===== config.mk =====
export PLATFORM = sky130hd
export DESIGN_NAME = dds_sample_monitor
export DESIGN_NICKNAME = d
export VERILOG_FILES = /design/src/rtl/dds_sample_monitor.sv
export SDC_FILE = /design/constraint.sdc
export NUM_CORES = 1
export LEC_CHECK = 0
export CORE_AREA = 2 2 143 110
export CTS_CLUSTER_DIAMETER = 120
export DETAILED_ROUTE_END_ITERATION = 8
export DIE_AREA = 0 0 145 112
export DONT_BUFFER_PORTS = 1
export GPL_TIMING_DRIVEN = 0
export PLACE_DENSITY = 0.73
export SETUP_SLACK_MARGIN = 0.5
export SYNTH_ARGS = -nofsm -noshare
export SYNTH_HDL_FRONTEND = slang
export SYNTH_SLANG_ARGS = --single-unit
export TNS_END_PERCENT = 50

===== constraint.sdc =====
create_clock -name Clk -period 5.41 [get_ports Clk]
set_clock_uncertainty 0.15 [all_clocks]
set_input_delay 1.082 -clock Clk [delete_from_list [all_inputs] [get_ports Clk]]
set_output_delay 1.082 -clock Clk [all_outputs]
set_load 0.01 [all_outputs]

===== src/rtl/dds_sample_monitor.sv =====
// rtl/dds_sample_monitor.sv - gated frequency/amplitude monitor for the DDS->DAC sample stream
// Optional period measurement is built when MON_PERIOD_EN is defined.
module dds_sample_monitor #(
  parameter int DATA_W      = 14,
  parameter int GATE_CYCLES = 50_000_000,
  parameter int HYST        = 256
) (
  input  logic              Clk,
  input  logic              Reset,
  input  logic              Enable,
  input  logic [DATA_W-1:0] Sample,
  input  logic              Sample_Valid,
  output logic [31:0]       Freq_Count,
  output logic [DATA_W-1:0] Max_Val,
  output logic [DATA_W-1:0] Min_Val,
  output logic [DATA_W-1:0] Vpp,
  output logic [31:0]       Period_Cnt,
  output logic              Meas_Valid,
  output logic              Busy
);

  localparam int              MID       = 2 ** (DATA_W - 1);
  localparam logic [DATA_W-1:0] HI_THR  = DATA_W'(MID + HYST);
  localparam logic [DATA_W-1:0] LO_THR  = DATA_W'(MID - HYST);
  localparam logic [31:0]     GATE_LAST = 32'(GATE_CYCLES - 1);

  typedef enum logic {LOW, HIGH} level_t;

  level_t            state, state_nxt;
  logic              rise;
  logic [31:0]       gate_cnt;
  logic [31:0]       acc_count, cnt_nxt;
  logic [DATA_W-1:0] acc_max, acc_min, max_nxt, min_nxt;
  logic              seen, seen_nxt;

  // Hysteresis comparator; the level persists across windows and enable gaps.
  always_ff @(posedge Clk) begin
    if (Reset) state <= LOW;
    else       state <= state_nxt;
  end

  always_comb begin
    state_nxt = state;
    rise      = 1'b0;
    if (Sample_Valid) begin
      case (state)
        LOW: if (Sample >= HI_THR) begin
          state_nxt = HIGH;
          rise      = 1'b1;
        end
        HIGH: if (Sample <= LO_THR) state_nxt = LOW;
        default: state_nxt = LOW;
      endcase
    end
  end

  // Accumulator values including this cycle's sample, so the closing cycle is counted.
  always_comb begin
    cnt_nxt  = (rise && acc_count != 32'hFFFF_FFFF) ? acc_count + 32'd1 : acc_count;
    seen_nxt = seen | Sample_Valid;
    max_nxt  = acc_max;
    min_nxt  = acc_min;
    if (Sample_Valid && (!seen || Sample > acc_max)) max_nxt = Sample;
    if (Sample_Valid && (!seen || Sample < acc_min)) min_nxt = Sample;
  end

  always_ff @(posedge Clk) begin
    if (Reset) begin
      gate_cnt   <= '0;
      acc_count  <= '0;
      acc_max    <= '0;
      acc_min    <= '1;
      seen       <= 1'b0;
      Freq_Count <= '0;
      Max_Val    <= '0;
      Min_Val    <= '0;
      Vpp        <= '0;
      Meas_Valid <= 1'b0;
    end else begin
      Meas_Valid <= 1'b0;
      if (!Enable || gate_cnt == GATE_LAST) begin
        gate_cnt  <= '0;
        acc_count <= '0;
        acc_max   <= '0;
        acc_min   <= '1;
        seen      <= 1'b0;
        if (Enable) begin
          Meas_Valid <= 1'b1;
          Freq_Count <= cnt_nxt;
          Max_Val    <= seen_nxt ? max_nxt : '0;
          Min_Val    <= seen_nxt ? min_nxt : '0;
          Vpp        <= seen_nxt ? max_nxt - min_nxt : '0;
        end
      end else begin
        gate_cnt  <= gate_cnt + 32'd1;
        acc_count <= cnt_nxt;
        acc_max   <= max_nxt;
        acc_min   <= min_nxt;
        seen      <= seen_nxt;
      end
    end
  end

  assign Busy = Enable & ~Reset;

`ifdef MON_PERIOD_EN
  logic [31:0] per_cnt;
  logic        armed;

  // armed marks that a first crossing has been seen since reset or Enable rise.
  always_ff @(posedge Clk) begin
    if (Reset) begin
      per_cnt    <= '0;
      armed      <= 1'b0;
      Period_Cnt <= '0;
    end else if (!Enable) begin
      per_cnt <= '0;
      armed   <= 1'b0;
    end else if (rise) begin
      per_cnt <= 32'd1;
      armed   <= 1'b1;
      if (armed) Period_Cnt <= per_cnt;
    end else if (per_cnt != 32'hFFFF_FFFF) begin
      per_cnt <= per_cnt + 32'd1;
    end
  end
`else
  assign Period_Cnt = '0;
`endif

endmodule


---- Word level (Yosys, flattened, before mapping) ----
Cells that the tools add are included.
W data, S select, Z words.
operators by class
  $add $sub $neg .......................... 3
  multipliers ............................. 0
  divide/modulo/power cells ............... 0
  order comparisons ....................... 4
  equality and inequality tests ........... 2
  shifts and indexed selects .............. 0
  muxes and demuxes ....................... 12
  bitwise operators ....................... 5
  reduce and logical (&&, ||, !) cells .... 11
operators with widths
  cell                     number
  $mux W14                 5
  $add A32 B1 Y32 const B  2
  $eq A32 B26 Y1 const B   1
  $mux W32                 1
  $ne A32 B32 Y1 const B   1
  $ge A14 B14 Y1 const B   1
  $gt A14 B14 Y1           1
  $le A14 B13 Y1 const B   1
  $lt A14 B14 Y1           1
  $sub A14 B14 Y14         1
  $mux W1                  5
  $reduce_or A2 Y1         2
  $logic_and A1 B1 Y1      3
  $logic_or A1 B1 Y1       3
  $not A1 Y1               3
  $logic_not A1 Y1         2
  $pmux W1 S2              1
  $reduce_and A2 Y1        1
  $and A1 B1 Y1            1
  $or A1 B1 Y1             1
storage, ports and cells
  bits in registers ....................... 169
  latch bits .............................. 0
  RAM bits ................................ 0
  ROM bits ................................ 0
  bits of input ports ..................... 18
  output and inout port bits .............. 108
  word-level logic and storage cells ...... 48
  memories kept ........................... 0

---- Depth between registers and ports, before layout ----
  depth after elaboration ................. 6
  gate-level depth with buffers ........... 20

---- Worst setup path before layout ----
No wires, ideal clock.
  kind .................................... in2reg
  start point ............................. in Sample[12]
  end point ............................... reg Vpp[12]
  setup time .............................. 0.129 ns
  data arrival time ....................... 4.695 ns
  setup slack ............................. 0.435 ns
  stages on the path ...................... 19
  path through ............................ ha_1 > and3_1 > nand3_1 > or3_1 > o2111ai_4 > buf_4 > nand2_1 > o21ai_0 > ha_1 > inv_1 > fa_1 > a21o_1 > a21o_1 > a211oi_1 > o21ai_0 > a21o_1 > a21oi_1 > xor2_1 > o31ai_1
between the ends
  word-level cells in the longest chain between the ends .. 6
  elaborated cells between the ends (all ways) .. 10
  classes of those cells .................. add/sub: 1; order compare: 2; mux: 3; reduce/logical: 4
RTL lines
  element               RTL line  source
  start, declared       11        input logic [DATA_W-1:0] Sample,
  $lt A14 B14 Y1        64        if (Sample_Valid && (!seen || Sample < acc_min)) min_nxt = Sample;
  $logic_or A1 B1 Y1    64
  $logic_and A1 B1 Y1   64
  $mux W14              64
  net min_nxt[0]        33        logic [DATA_W-1:0] acc_max, acc_min, max_nxt, min_nxt;
  $sub A14 B14 Y14      92        Vpp <= seen_nxt ? max_nxt - min_nxt : '0;
  $mux W14              92
  end signal, assigned  92
  end, declared         16        output logic [DATA_W-1:0] Vpp,
The timed path passes the listed nets, and every way through them passes these cells.
A chain may end at the register's enable or synchronous reset.

---- Final worst setup path ----
  start point ............................. in Sample[4]
  end point ............................... reg Vpp[11]
between the ends
  word-level cells in the longest chain between the ends .. 6
  elaborated cells between the ends (all ways) .. 10
  classes of those cells .................. add/sub: 1; order compare: 2; mux: 3; reduce/logical: 4
RTL lines
  element              RTL line  source
  $gt A14 B14 Y1       63        if (Sample_Valid && (!seen || Sample > acc_max)) max_nxt = Sample;
  $logic_or A1 B1 Y1   63
  $logic_and A1 B1 Y1  63
  $mux W14             63
  net max_nxt[3]       33
  $sub A14 B14 Y14     92
  $mux W14             92
The timed path passes the listed nets, and every way through them passes these cells.

==> flow_metrics.tcl <==
set metrics [dict create \
    avgRoutedWirePerCell_um 15.87 \
    core_mm2 0.01488 \
    portBuffers 0 \
    start_util_pct 53.72 \
    crit_chain "ha_1, a21oi_1, a21boi_0, o31ai_1, a31oi_4, clkbuf_1, o21ai_0, ha_1, o21ai_0, a211oi_1, or4_1, a21oi_1, xnor2_1, a22oi_1, nor2_1" \
    drive_gt1_share_pct 9.017 \
    seq_power_share_pct 47.7 \
    cp-end-kind "flop" \
    ys_ff_latch 169 \
    relSlewSlack_pct 45.62 \
    die_y_um 112 \
    route.detailed.drc 0 \
    dp_hpwl_um 14230 \
    setup_viol_count_final 0 \
    cts_tree "done" \
    tns_ns 0 \
    crit_arrival_ns 4.88 \
    grt_pass1_wl_um 31280 \
    first_iter_violations 450 \
    slowest_delay_ns 0.52 \
    first_global_vias 5997 \
    rsz0062_at_grt "yes" \
    clk_pin_slew_ns 0.06 \
    grt_max_degree 17 \
    routabilityCongestion 0.9191 \
    hold_buffers 0 \
    postRouteAntennaNets 0 \
    yosysSeqAreaShare_pct 42.32 \
    dieArea_mm2 0.01624 \
    crit_buf_inv 1 \
    syn_area_per_cell_um2 8.653 \
    syn_to_final_growth_pct 12.22 \
    grt_util_all_layers_pct 24.02 \
    multiInputGateArea_mm2 0.004240 \
    p_sw_w 0.0006549 \
    syn-cell-area_mm2 0.007995 \
    r2r-start "acc_min[12]" \
    switching_share_pct 24.83 \
    drv_cap 0 \
    internal_power_w 0.001982 \
    synth_edf_count 0 \
    fin_crit_sh_pct 87.49 \
    power_w 0.002637 \
    cp-start-kind "input port" \
    viasPerCell 5.346 \
    hold_viol 0 \
    h-tree-depth 4 \
    p_leak_nw 3.606 \
    firstDrtPassIters 5 \
    antenna_cells 0 \
    hp-start "gate_cnt[0]" \
    seqCellArea_mm2 0.003383 \
    worstSkewPairLatency_ns 0.43 \
    ys_types 55 \
    combPwrFrac_pct 8.3 \
    cts_made_buffers 17 \
    worst_path_dominant_cell_family "compound AO/OA/AOI/OAI gates" \
    p_per_area_mw_per_mm2 293.9 \
    cts.sinks 169 \
    hold_end "gate_cnt[0]" \
    clockRootBuffer "clkbuf_16" \
    rr_worst_depth 17 \
    antenna_found_initial 0 \
    num_io_pins 126 \
    path_class "input port to flop" \
    vdd_ir_drop_max_mv 0.2235 \
    p_clk_share_pct 44.1 \
    core.rowCount 39 \
    path_max_fanout 10 \
    r2r_slack_ns 0.96 \
    nNetsFinal 1036 \
    nFillCells 1323 \
    synthCells 924 \
    period_needed_ns 4.733 \
    clk_path_buf_depth 2 \
    worst_ep_required_time_ns 5.56 \
    whs_path_depth 1 \
    max_freq_ghz 0.2113 \
    worst_pin_slew_ns 0.8127 \
    status "complete, no violations" \
    hold_path.class "flop to flop" \
    ys.flop_type "dfxtp_1" \
    utilization_pct 60.29 \
    yosys_warnings 0 \
    slowest_stage "o21ai_0" \
    grt_overflow 0 \
    die_w_um 145 \
    vias 6372 \
    slew_viol_final 0 \
    timing.rr.end "Vpp[11]" \
    ys_async_sr_fraction_pct 0 \
    postRouteWirelength_um 18910 \
]
-- cells in the mapped netlist, types with 3 or more instances --
master / count / area [µm²]
nor3_1: 9 / 45.04
a21oi_1: 39 / 195.2
inv_1: 32 / 120.1
nand2b_1: 7 / 43.79
xnor2_1: 29 / 254.0
ha_1: 42 / 525.5
nor2b_1: 3 / 18.77
nand3_1: 26 / 130.1
and4_1: 4 / 35.03
nand2_1: 55 / 206.5
dfxtp_1: 169 / 3383
mux2i_1: 16 / 160.2
o21a_1: 3 / 22.52
nor4_1: 9 / 56.30
a22oi_1: 24 / 180.2
nor2_2: 3 / 18.77
xor2_1: 40 / 350.3
and2_1: 18 / 112.6
buf_2: 3 / 15.01
buf_4: 34 / 255.2
nand4_1: 20 / 125.1
and3_1: 21 / 131.4
a21o_1: 8 / 60.06
clkbuf_1: 31 / 116.4
a211oi_1: 34 / 255.2
nor2_1: 175 / 656.9
o21ai_0: 27 / 135.1
or3_1: 5 / 31.28
-- cells by family (layout without fill, tap and decap cells) --
logic type | Yosys count | after routing | share of synthesized area (%)
flip-flops | 169 | 169 | 42.32
multiplexers | 16 | 16 | 2.003
adder cells (fa/ha/maj) | 43 | 43 | 6.823
AO/OA/AOI/OAI | 149 | 149 | 12.30
XOR/XNOR | 70 | 70 | 7.762
AND/OR/NAND/NOR | 373 | 373 | 22.25
buffers and inverters | 103 | 135 | 6.494
other | 1 | 32 | 0.04690
-- per-stage QoR --
stage / setup slack [ns] / std cells / hold WS, ns / area (µm²)
after global placement: -0.03662 / 1160 / 0.3112 / 8377
after global routing: 0.4398 / 1192 / 0.3591 / 8972
after CTS: 0.5658 / 1191 / 0.3320 / 8952
after floorplan: 0.5377 / 955 / 0.2916 / 8120
final: 0.6770 / 1192 / 0.3345 / 8972
after detailed placement: -0.06525 / 1160 / 0.3167 / 8377
-- routing by layer --
| layer | part of all wire (%) | GRT usage, % | up-vias |
|---|---|---|---|
| li1 | - | - | 3215 |
| met1 | 49 | 34.50 | 2955 |
| met2 | 41 | 35.17 | 180 |
| met3 | 8.1 | 7.541 | 22 |
| met4 | 1.3 | 5.809 | 0 |
| met5 | 0 | 0 | - |
-- worst max path at each step --
stage	slack [ns]	startpoint	depth (start not counted)	endpoint
after detailed placement	-0.07	Sample[12]	18	Vpp[12]
after global routing	0.44	Sample[4]	17	Vpp[12]
final	0.68	Sample[4]	15	Vpp[11]
after floorplan	0.54	Sample[12]	19	Vpp[12]
after global placement	-0.04	Sample[4]	17	Vpp[12]
after CTS	0.57	Sample[12]	19	Vpp[12]
-- registers in the layout, indices dropped and copies added, names as in the netlist, 14 cells and up --
signal	flops
Freq_Count	32
Max_Val	14
Min_Val	14
Vpp	14
acc_count	32
acc_max	14
acc_min	14
gate_cnt	32
-- power by group through the flow --
stage | clock, W | sequential (W) | combinational, W
6_report | 0.00116 | 0.00126 | 0.000218
4_1_cts | 0.00117 | 0.00126 | 0.000212
2_1_floorplan | 0 | 0.00128 | 0.000162
3_3_place_gp | 0 | 0.00129 | 0.000205
3_5_place_dp | 0 | 0.00129 | 0.000208
5_1_grt | 0.00123 | 0.00126 | 0.000242
-- cells in the final DEF (no fill, tap or decap), drive strengths merged, types with 5 or more instances in the layout --
| master | netlist | final |
|---|---|---|
| nor2 | 178 | 178 |
| dfxtp | 169 | 169 |
| nand2 | 56 | 56 |
| clkbuf | 32 | 50 |
| ha | 42 | 42 |
| xor2 | 40 | 40 |
| buf | 39 | 40 |
| a21oi | 39 | 39 |
| a211oi | 34 | 34 |
| inv | 32 | 34 |
| conb | 1 | 32 |
| xnor2 | 30 | 30 |
| o21ai | 28 | 28 |
| nand3 | 26 | 26 |
| a22oi | 24 | 24 |
| and3 | 21 | 21 |
| nand4 | 21 | 21 |
| and2 | 18 | 18 |
| mux2i | 16 | 16 |
| nor4 | 10 | 10 |
| nor3 | 10 | 10 |
| a21o | 8 | 8 |
| nand2b | 7 | 7 |
| and4 | 6 | 6 |
| clkinv | 0 | 6 |
| or3 | 5 | 5 |
-- repair_timing --
| action | 4_1_cts | 5_1_grt |
|---|---|---|
| endpoints found under the setup margin | 4 | 4 |
| pin swaps | 0 | 1 |
| gates resized for setup | 5 | 2 |
| buffers inserted | 0 | 1 |
| cloned | 0 | 0 |
-- area by class of cell --
| cell class | instances | area share [%] |
|---|---|---|
| repair buffers | 1 | 0.08367 |
| well taps | 205 | 2.859 |
| clock buffers | 18 | 4.895 |
| plain buffers | 71 | 4.490 |
| multi-input cells | 683 | 47.26 |
| flip-flops and latches | 169 | 37.71 |
| clock inverters | 13 | 1.367 |
| inverters | 32 | 1.339 |
(Power assumes the default switching activity.)
